===== src/rtl/spi_pkg.sv =====
// Shared types and constants for the SPI SCLK burst generator.
package spi_pkg;

  localparam int unsigned DIV_W_DEF = 16;
  localparam int unsigned BIT_W_DEF = 6;

  // Controller states.
  typedef enum logic [1:0] {
    IDLE  = 2'd0,
    RUN   = 2'd1,
    GUARD = 2'd2
  } state_e;

  // SPI modes encoded as {cpol, cpha}.
  localparam logic [1:0] MODE0 = 2'b00;
  localparam logic [1:0] MODE1 = 2'b01;
  localparam logic [1:0] MODE2 = 2'b10;
  localparam logic [1:0] MODE3 = 2'b11;

  // Strobe pair produced for one SCLK edge.
  typedef struct packed {
    logic sample;
    logic shift;
  } strobe_t;

  // Maps an SCLK edge to its sample/shift strobe for the given clock phase.
  // With cpha=0 the final trailing edge drives no new bit: the word is complete.
  function automatic strobe_t edge_strobes(input logic cpha,
                                           input logic leading,
                                           input logic last);
    strobe_t s;
    s.sample = cpha ? ~leading : leading;
    s.shift  = cpha ? leading  : (~leading & ~last);
    return s;
  endfunction

endpackage


===== src/rtl/spi_hp_counter.sv =====
// Half-period down-counter: loadable, reloads at zero and flags that cycle.
// The tick is combinational so the cycle that loads the counter already
// counts as the first cycle of the half-period.
module spi_hp_counter
  import spi_pkg::*;
#(
  parameter int unsigned DIV_W = DIV_W_DEF
) (
  input  logic             clk,
  input  logic             rst,
  input  logic             en_i,
  input  logic             load_i,
  input  logic [DIV_W-1:0] load_val_i,
  input  logic [DIV_W-1:0] reload_val_i,
  output logic             tick_c_o
);

  logic [DIV_W-1:0] cnt_q;
  logic [DIV_W-1:0] cnt_d;
  logic [DIV_W-1:0] cur_c;
  logic [DIV_W-1:0] reload_c;
  logic             active_c;
  logic             tick_c;

  // Effective count this cycle, zero detect and next count.
  always_comb begin
    active_c = en_i | load_i;
    cur_c    = load_i ? load_val_i : cnt_q;
    reload_c = load_i ? load_val_i : reload_val_i;
    tick_c   = active_c && (cur_c == '0);
    cnt_d    = cnt_q;
    if (active_c) begin
      cnt_d = tick_c ? reload_c : (cur_c - DIV_W'(1));
    end
  end

  assign tick_c_o = tick_c;

  // Count register.
  always_ff @(posedge clk or negedge rst) begin
    if (!rst) begin
      cnt_q <= '0;
    end else begin
      cnt_q <= cnt_d;
    end
  end

endmodule


===== src/rtl/spi_sclk_gen.sv =====
// Bursted SPI SCLK generator with run-time half-period, mode and bit count,
// plus registered sample/shift strobes aligned to the SCLK edges.
// Optional macro SPI_SCLK_BITIDX_EN adds the bit_idx output.
module spi_sclk_gen
  import spi_pkg::*;
#(
  parameter int unsigned DIV_W = DIV_W_DEF,
  parameter int unsigned BIT_W = BIT_W_DEF
) (
  input  logic             clk,
  input  logic             rst,
  input  logic             start,
  input  logic [DIV_W-1:0] div,
  input  logic             cpol,
  input  logic             cpha,
  input  logic [BIT_W-1:0] nbits,
  input  logic             abort,
  output logic             busy,
  output logic             sclk,
  output logic             sample,
  output logic             shift,
`ifdef SPI_SCLK_BITIDX_EN
  output logic [BIT_W-1:0] bit_idx,
`endif
  output logic             done
);

  localparam int unsigned EDGE_W = BIT_W + 1;

  state_e              state_q, state_d;
  logic                busy_q, busy_d;
  logic                sclk_q, sclk_d;
  logic                sample_q, sample_d;
  logic                shift_q, shift_d;
  logic                done_q, done_d;
  logic [DIV_W-1:0]    div_q, div_d;
  logic                cpol_q, cpol_d;
  logic                cpha_q, cpha_d;
  logic [EDGE_W-1:0]   edges_q, edges_d;
`ifdef SPI_SCLK_BITIDX_EN
  logic [BIT_W-1:0]    nbits_q, nbits_d;
  logic [BIT_W-1:0]    bit_idx_q, bit_idx_d;
`endif

  logic                accept_c;
  logic                cnt_en_c;
  logic                tick_c;
  logic                edge_c;
  logic                guard_tick_c;
  logic [EDGE_W-1:0]   edges_cur_c;
  logic                cpha_cur_c;
  logic                lead_c;
  logic                last_c;
  strobe_t             stb_c;

  // A start is taken only in IDLE, not in the done cycle, not with abort,
  // and only for a non-empty burst.
  assign accept_c = (state_q == IDLE) && start && !abort && !done_q && (nbits != '0);

  // The counter runs from the accept cycle until GUARD expires or abort.
  assign cnt_en_c = accept_c || (((state_q == RUN) || (state_q == GUARD)) && !abort);

  // In the accept cycle the config is not yet latched, so use the live inputs.
  assign edges_cur_c = accept_c ? {nbits, 1'b0} : edges_q;
  assign cpha_cur_c  = accept_c ? cpha : cpha_q;

  assign edge_c       = tick_c && (accept_c || ((state_q == RUN) && !abort));
  assign guard_tick_c = tick_c && (state_q == GUARD) && !abort;

  spi_hp_counter #(
    .DIV_W (DIV_W)
  ) u_hp_counter (
    .clk          (clk),
    .rst          (rst),
    .en_i         (cnt_en_c),
    .load_i       (accept_c),
    .load_val_i   (div),
    .reload_val_i (div_q),
    .tick_c_o     (tick_c)
  );

  // Next-state and registered-output logic.
  always_comb begin
    state_d  = state_q;
    busy_d   = busy_q;
    sclk_d   = sclk_q;
    sample_d = 1'b0;
    shift_d  = 1'b0;
    done_d   = 1'b0;
    div_d    = div_q;
    cpol_d   = cpol_q;
    cpha_d   = cpha_q;
    edges_d  = edges_q;
    lead_c   = 1'b0;
    last_c   = 1'b0;
    stb_c    = '0;
`ifdef SPI_SCLK_BITIDX_EN
    nbits_d   = nbits_q;
    bit_idx_d = bit_idx_q;
`endif

    unique case (state_q)
      IDLE: begin
        sclk_d = cpol;
        if (accept_c) begin
          state_d = RUN;
          busy_d  = 1'b1;
          div_d   = div;
          cpol_d  = cpol;
          cpha_d  = cpha;
          edges_d = edges_cur_c;
`ifdef SPI_SCLK_BITIDX_EN
          nbits_d   = nbits;
          bit_idx_d = '0;
`endif
        end else if (start && !abort && !done_q) begin
          // Empty burst: completes immediately without touching SCLK.
          done_d = 1'b1;
        end
      end
      RUN, GUARD: begin
        if (abort) begin
          state_d = IDLE;
          busy_d  = 1'b0;
          sclk_d  = cpol_q;
        end
      end
      default: begin
        state_d = IDLE;
        busy_d  = 1'b0;
      end
    endcase

    // SCLK edge: toggle, emit strobe, count down remaining edges.
    if (edge_c) begin
      lead_c   = ~edges_cur_c[0];
      last_c   = (edges_cur_c == EDGE_W'(1));
      stb_c    = edge_strobes(cpha_cur_c, lead_c, last_c);
      sample_d = stb_c.sample;
      shift_d  = stb_c.shift;
      sclk_d   = ~sclk_d;
      edges_d  = edges_cur_c - EDGE_W'(1);
      if (last_c) begin
        state_d = GUARD;
      end
`ifdef SPI_SCLK_BITIDX_EN
      if (!lead_c && (bit_idx_q != (nbits_q - BIT_W'(1)))) begin
        bit_idx_d = bit_idx_q + BIT_W'(1);
      end
`endif
    end

    // Trailing guard half-period over: report completion.
    if (guard_tick_c) begin
      state_d = IDLE;
      busy_d  = 1'b0;
      done_d  = 1'b1;
    end
  end

  // State and output registers.
  always_ff @(posedge clk or negedge rst) begin
    if (!rst) begin
      state_q   <= IDLE;
      busy_q    <= 1'b0;
      sclk_q    <= 1'b0;
      sample_q  <= 1'b0;
      shift_q   <= 1'b0;
      done_q    <= 1'b0;
      div_q     <= '0;
      cpol_q    <= 1'b0;
      cpha_q    <= 1'b0;
      edges_q   <= '0;
`ifdef SPI_SCLK_BITIDX_EN
      nbits_q   <= '0;
      bit_idx_q <= '0;
`endif
    end else begin
      state_q   <= state_d;
      busy_q    <= busy_d;
      sclk_q    <= sclk_d;
      sample_q  <= sample_d;
      shift_q   <= shift_d;
      done_q    <= done_d;
      div_q     <= div_d;
      cpol_q    <= cpol_d;
      cpha_q    <= cpha_d;
      edges_q   <= edges_d;
`ifdef SPI_SCLK_BITIDX_EN
      nbits_q   <= nbits_d;
      bit_idx_q <= bit_idx_d;
`endif
    end
  end

  assign busy   = busy_q;
  assign sclk   = sclk_q;
  assign sample = sample_q;
  assign shift  = shift_q;
  assign done   = done_q;
`ifdef SPI_SCLK_BITIDX_EN
  assign bit_idx = bit_idx_q;
`endif

endmodule


===== config.mk =====
export PLATFORM = sky130hd
export DESIGN_NAME = spi_sclk_gen
export DESIGN_NICKNAME = d
export VERILOG_FILES = /design/src/rtl/spi_pkg.sv /design/src/rtl/spi_hp_counter.sv /design/src/rtl/spi_sclk_gen.sv
export SDC_FILE = /design/constraint.sdc
export NUM_CORES = 1
export LEC_CHECK = 0
export ABC_AREA = 0
export CORE_MARGIN = 5
export CORE_UTILIZATION = 60
export CTS_BUF_LIST = sky130_fd_sc_hd__clkbuf_4 sky130_fd_sc_hd__clkbuf_8
export CTS_CLUSTER_SIZE = 14
export DETAILED_ROUTE_END_ITERATION = 7
export PLACE_DENSITY = 0.87
export SYNTH_ARGS = -nofsm -noshare
export SYNTH_HDL_FRONTEND = slang
export SYNTH_SLANG_ARGS = --single-unit

===== constraint.sdc =====
create_clock -name clk -period 6.48 [get_ports clk]
set_input_delay 1.296 -clock clk [delete_from_list [all_inputs] [get_ports clk]]
set_output_delay 1.296 -clock clk [all_outputs]
set_load 0.02 [all_outputs]

==> summary.txt <==
Placed design
  • Post-place setup slack: 1.17 ns
  • HPWL after detailed placement: 5.51 mm
  • Placer's final routability congestion estimate: 0.832
  • Number of placed instances with taps included: 462
  • PortBufs: 32

Timing
  • Portion of the clock cycle consumed by the worst path in the final layout: 0.773
  • Total Negative Setup Slacks: 0 ns
  • Setup-failing EPs final: 0
  • Worst Max-Slew Pin Slew: 1.07 ns
  • Post-layout minimum cycle time: 5.01 ns
  • Fmax: 200 MHz
  • Max Clock Skew: 0.00442 ns
  • Number of endpoints with negative hold slack in the final report: 0
  • Pins over their slew limit: 0
  • Setup repair after global routing missed its margin: false
  • Slew HR: 0.286
  • Final worst slack: 1.47 ns

Power and ir drop
  • Ratio of total power to cell area: 343 nW/um^2
  • Largest voltage drop on the vdd net: 0.175 mV
  • Final Power: 1.26 mW
  • Leakage: 1.51 nW

Critical path
  • Cells along the critical path: clkdlybuf4s50_1 > or4_4 > o21a_1 > nand2_1 > a21boi_0 > ha_1 > nand4_1 > mux2_4 > or3_4 > o21bai_1 > mux2_2
  • Family of cells with the greatest summed delay on the critical path: simple AND/OR/NAND/NOR gates
  • Endpoint arrival time on the critical path: 5.20 ns
  • Startpoint class of the critical path: input pin
  • Kind of end point of the critical path: flop
  • Worst-case reg-to-reg path depth: 12
  • CP Buf/Inv Count: 1
  • Critical path's slowest cell: or4_4
  • Worst setup path class: in -> reg
  • Worst path max stage delay: 0.65 ns
  • Number of cells on the critical path: 11
  • Top fanout value on the critical path: 22
  • Worst path required time: 6.67 ns

Die
  • Starting density of the core: 0.622
  • Num rows: 26
  • Vert. Die Dim: 83.2 um
  • Number of top-level design ports: 33
  • Area of the die: 6930 sq um
  • Die Width: 83.2 um
  • Area of the core: 5170 sq um

CTS
  • Clock sink count: 48
  • Buffer levels on the longest clock path: 2
  • Post-CTS Setup Bufs: 0
  • Maximum level of the CTS H-tree: 2
  • Hold buffer count at cts: 0
  • Clk Latency, worst-skew pair: 0.30 ns
  • Clock tree from TritonCTS: yes
  • Clock-pin transition on the worst setup and hold timing paths: 0.09 ns
  • Clock Tree Root: clkbuf_8
  • Post-cts gate resize count: 0
  • Number of buffers created by CTS: 5

Global routing
  • Global-route wire length before repair: 13.3 mm
  • Overflow after GRT: 0
  • Antenna violations before repair: 0
  • Maximum number of pins on one net before global-route repair: 49
  • Overall global routing resource usage: 0.231
  • Via count of the first global-routing pass: 2753

Route
  • Via count normalized by instance count: 6.23
  • Number of iterations in the first detailed-routing pass: 4
  • Wire length after detailed routing: 7.77 mm
  • WL/cell: 16.5 um
  • Number of antenna-violating nets in the routed design: 0
  • Number of DRC violations after detailed-routing iteration 0: 248
  • Via count of the routed design: 2930
  • Post-route DRC: 0

Worst hold path
  • Hold Path Class: reg -> reg
  • Number of cells on the worst hold path: 2

Logic synthesis
  • Post-Synthesis Mean Instance Area: 8.63 sq um
  • Async S/R FF share, synth: 1.00
  • FF+latch count, synth: 48
  • Syn. warnings: 0
  • Portion of the post-synthesis area used by sequential elements: 0.373
  • Synth top area cells: dfrtp_1 (37%), nand2_1 (8.9%), xnor2_1 (4.1%)
  • Number of enable flip-flop cells after synthesis: 0
  • Library cell occupying the most area in the post-synthesis netlist: dfrtp_1
  • Netlist area before placement: 3220 sq um
  • Mapped Cells: 373
  • Yosys cell types: 59
  • Area share of the leading cell type in the synthesized netlist: 0.373
  • Syn Nets: 410
  • Predominant post-synthesis flop cell: dfrtp_1

Final layout
  • Leading cell type in the layout, fill and taps excluded: nand2_1
  • P&R area growth vs syn: 14.5%
  • Final Instance Count excl. Fillers: 470
  • Commonest non-fill, non-tap cells in the layout: nand2_1 (76), dfrtp_1 (48), nor2_1 (33)
  • Ratio of cells with drive above 1 in the final layout: 0.0850
  • Number of antenna diodes: 0
  • # nets final: 436

Outcome
  • Outcome: complete, no violations

Job
  • Max Cap Viol: 0
[routing by layer]
| metal | global-route usage | vias up | share of wire | routed length [um] |
|---|---|---|---|---|
| met3 | 0.0485 | 11 | 0.065 | 507 |
| li1 | - | 1395 | - | - |
| met1 | 0.317 | 1427 | 0.44 | 3430 |
| met2 | 0.375 | 97 | 0.48 | 3710 |
| met5 | 0 | - | 0 | 0 |
| met4 | 0.0579 | 0 | 0.015 | 114 |
[logic make-up after synthesis]
family          count (synthesis)  share of synthesized area
fa+ha+maj                       9                     0.0350
xor+xnor                       22                     0.0599
mux                            22                     0.0801
compound gates                 73                      0.152
buf+inv                        23                     0.0346
simple gates                  176                      0.266
flops                          48                      0.373
[cell usage after synthesis (all sizes together) (9+ instances only)]
library cell / instances
a21oi: 19
a31oi: 10
buf: 10
dfrtp: 48
ha: 9
mux2: 11
mux2i: 10
nand2: 76
nor2: 34
nor3: 12
nor4: 10
o211ai: 11
o21ai: 10
xnor2: 15
[cell type report]
class                      instances  area (sq um)
fill                             387          1490
multi-input combinational        302          1920
clock buffer                       6          76.3
clock inverter                     2          35.0
tap                               70          87.6
sequential                        48          1200
inverter                           6          22.5
timing repair buffer              36           345
[registers in the layout (all words and copies together) (netlist names)]
name	flops
state_q	2
div_q	16
busy	1
u_hp_counter.cnt_q	16
cpol_q	1
edges_q	7
sclk	1
done	1
sample	1
cpha_q	1
shift	1
[worst reg2reg max path, cell delays in order (launching register included)]
cell and delay, ns:
dfrtp_1 0.40, inv_1 0.10, ha_1 0.26, and4bb_2 0.30, o21a_1 0.29, nand2_1 0.18
a21boi_0 0.40, ha_1 0.25, nand4_1 0.08, mux2_4 0.35, or3_4 0.54, o21bai_1 0.22
mux2_2 0.34
[report_power, final]
group,total (mW),switching [mW],internal [mW]
Combinational,0.529,0.294,0.235
Clock,0.216,0.0970,0.119
Sequential,0.519,0.0965,0.422
Total,1.26,0.487,0.777
[per-stage QoR]
step	util	instance area, sq um	hold WS, ns
after floorplan	-	3220	0.436
after global placement	0.691	3570	0.453
after detailed placement	0.691	3570	0.457
after CTS	0.713	3690	0.480
after global routing	0.713	3690	0.494
final	0.713	3690	0.479
[path summary, 6_finish.rpt]
path	endpoint	slack, ns	from
min	div_q[14]$_DFFE_PN0N_	0.48	div_q[14]$_DFFE_PN0N_
min in group asynchronous	cpha_q$_DFFE_PN0N_	1.19	rst
max	busy$_DFFE_PN0P_	1.47	nbits[2]
min reg2reg	div_q[14]$_DFFE_PN0N_	0.48	div_q[14]$_DFFE_PN0N_
max in group asynchronous	u_hp_counter.cnt_q[13]$_DFFE_PN0P_	4.64	rst
max reg2reg	busy$_DFFE_PN0P_	2.67	state_q[0]$_DFF_PN0_
Power figures use the tool's default switching activity.
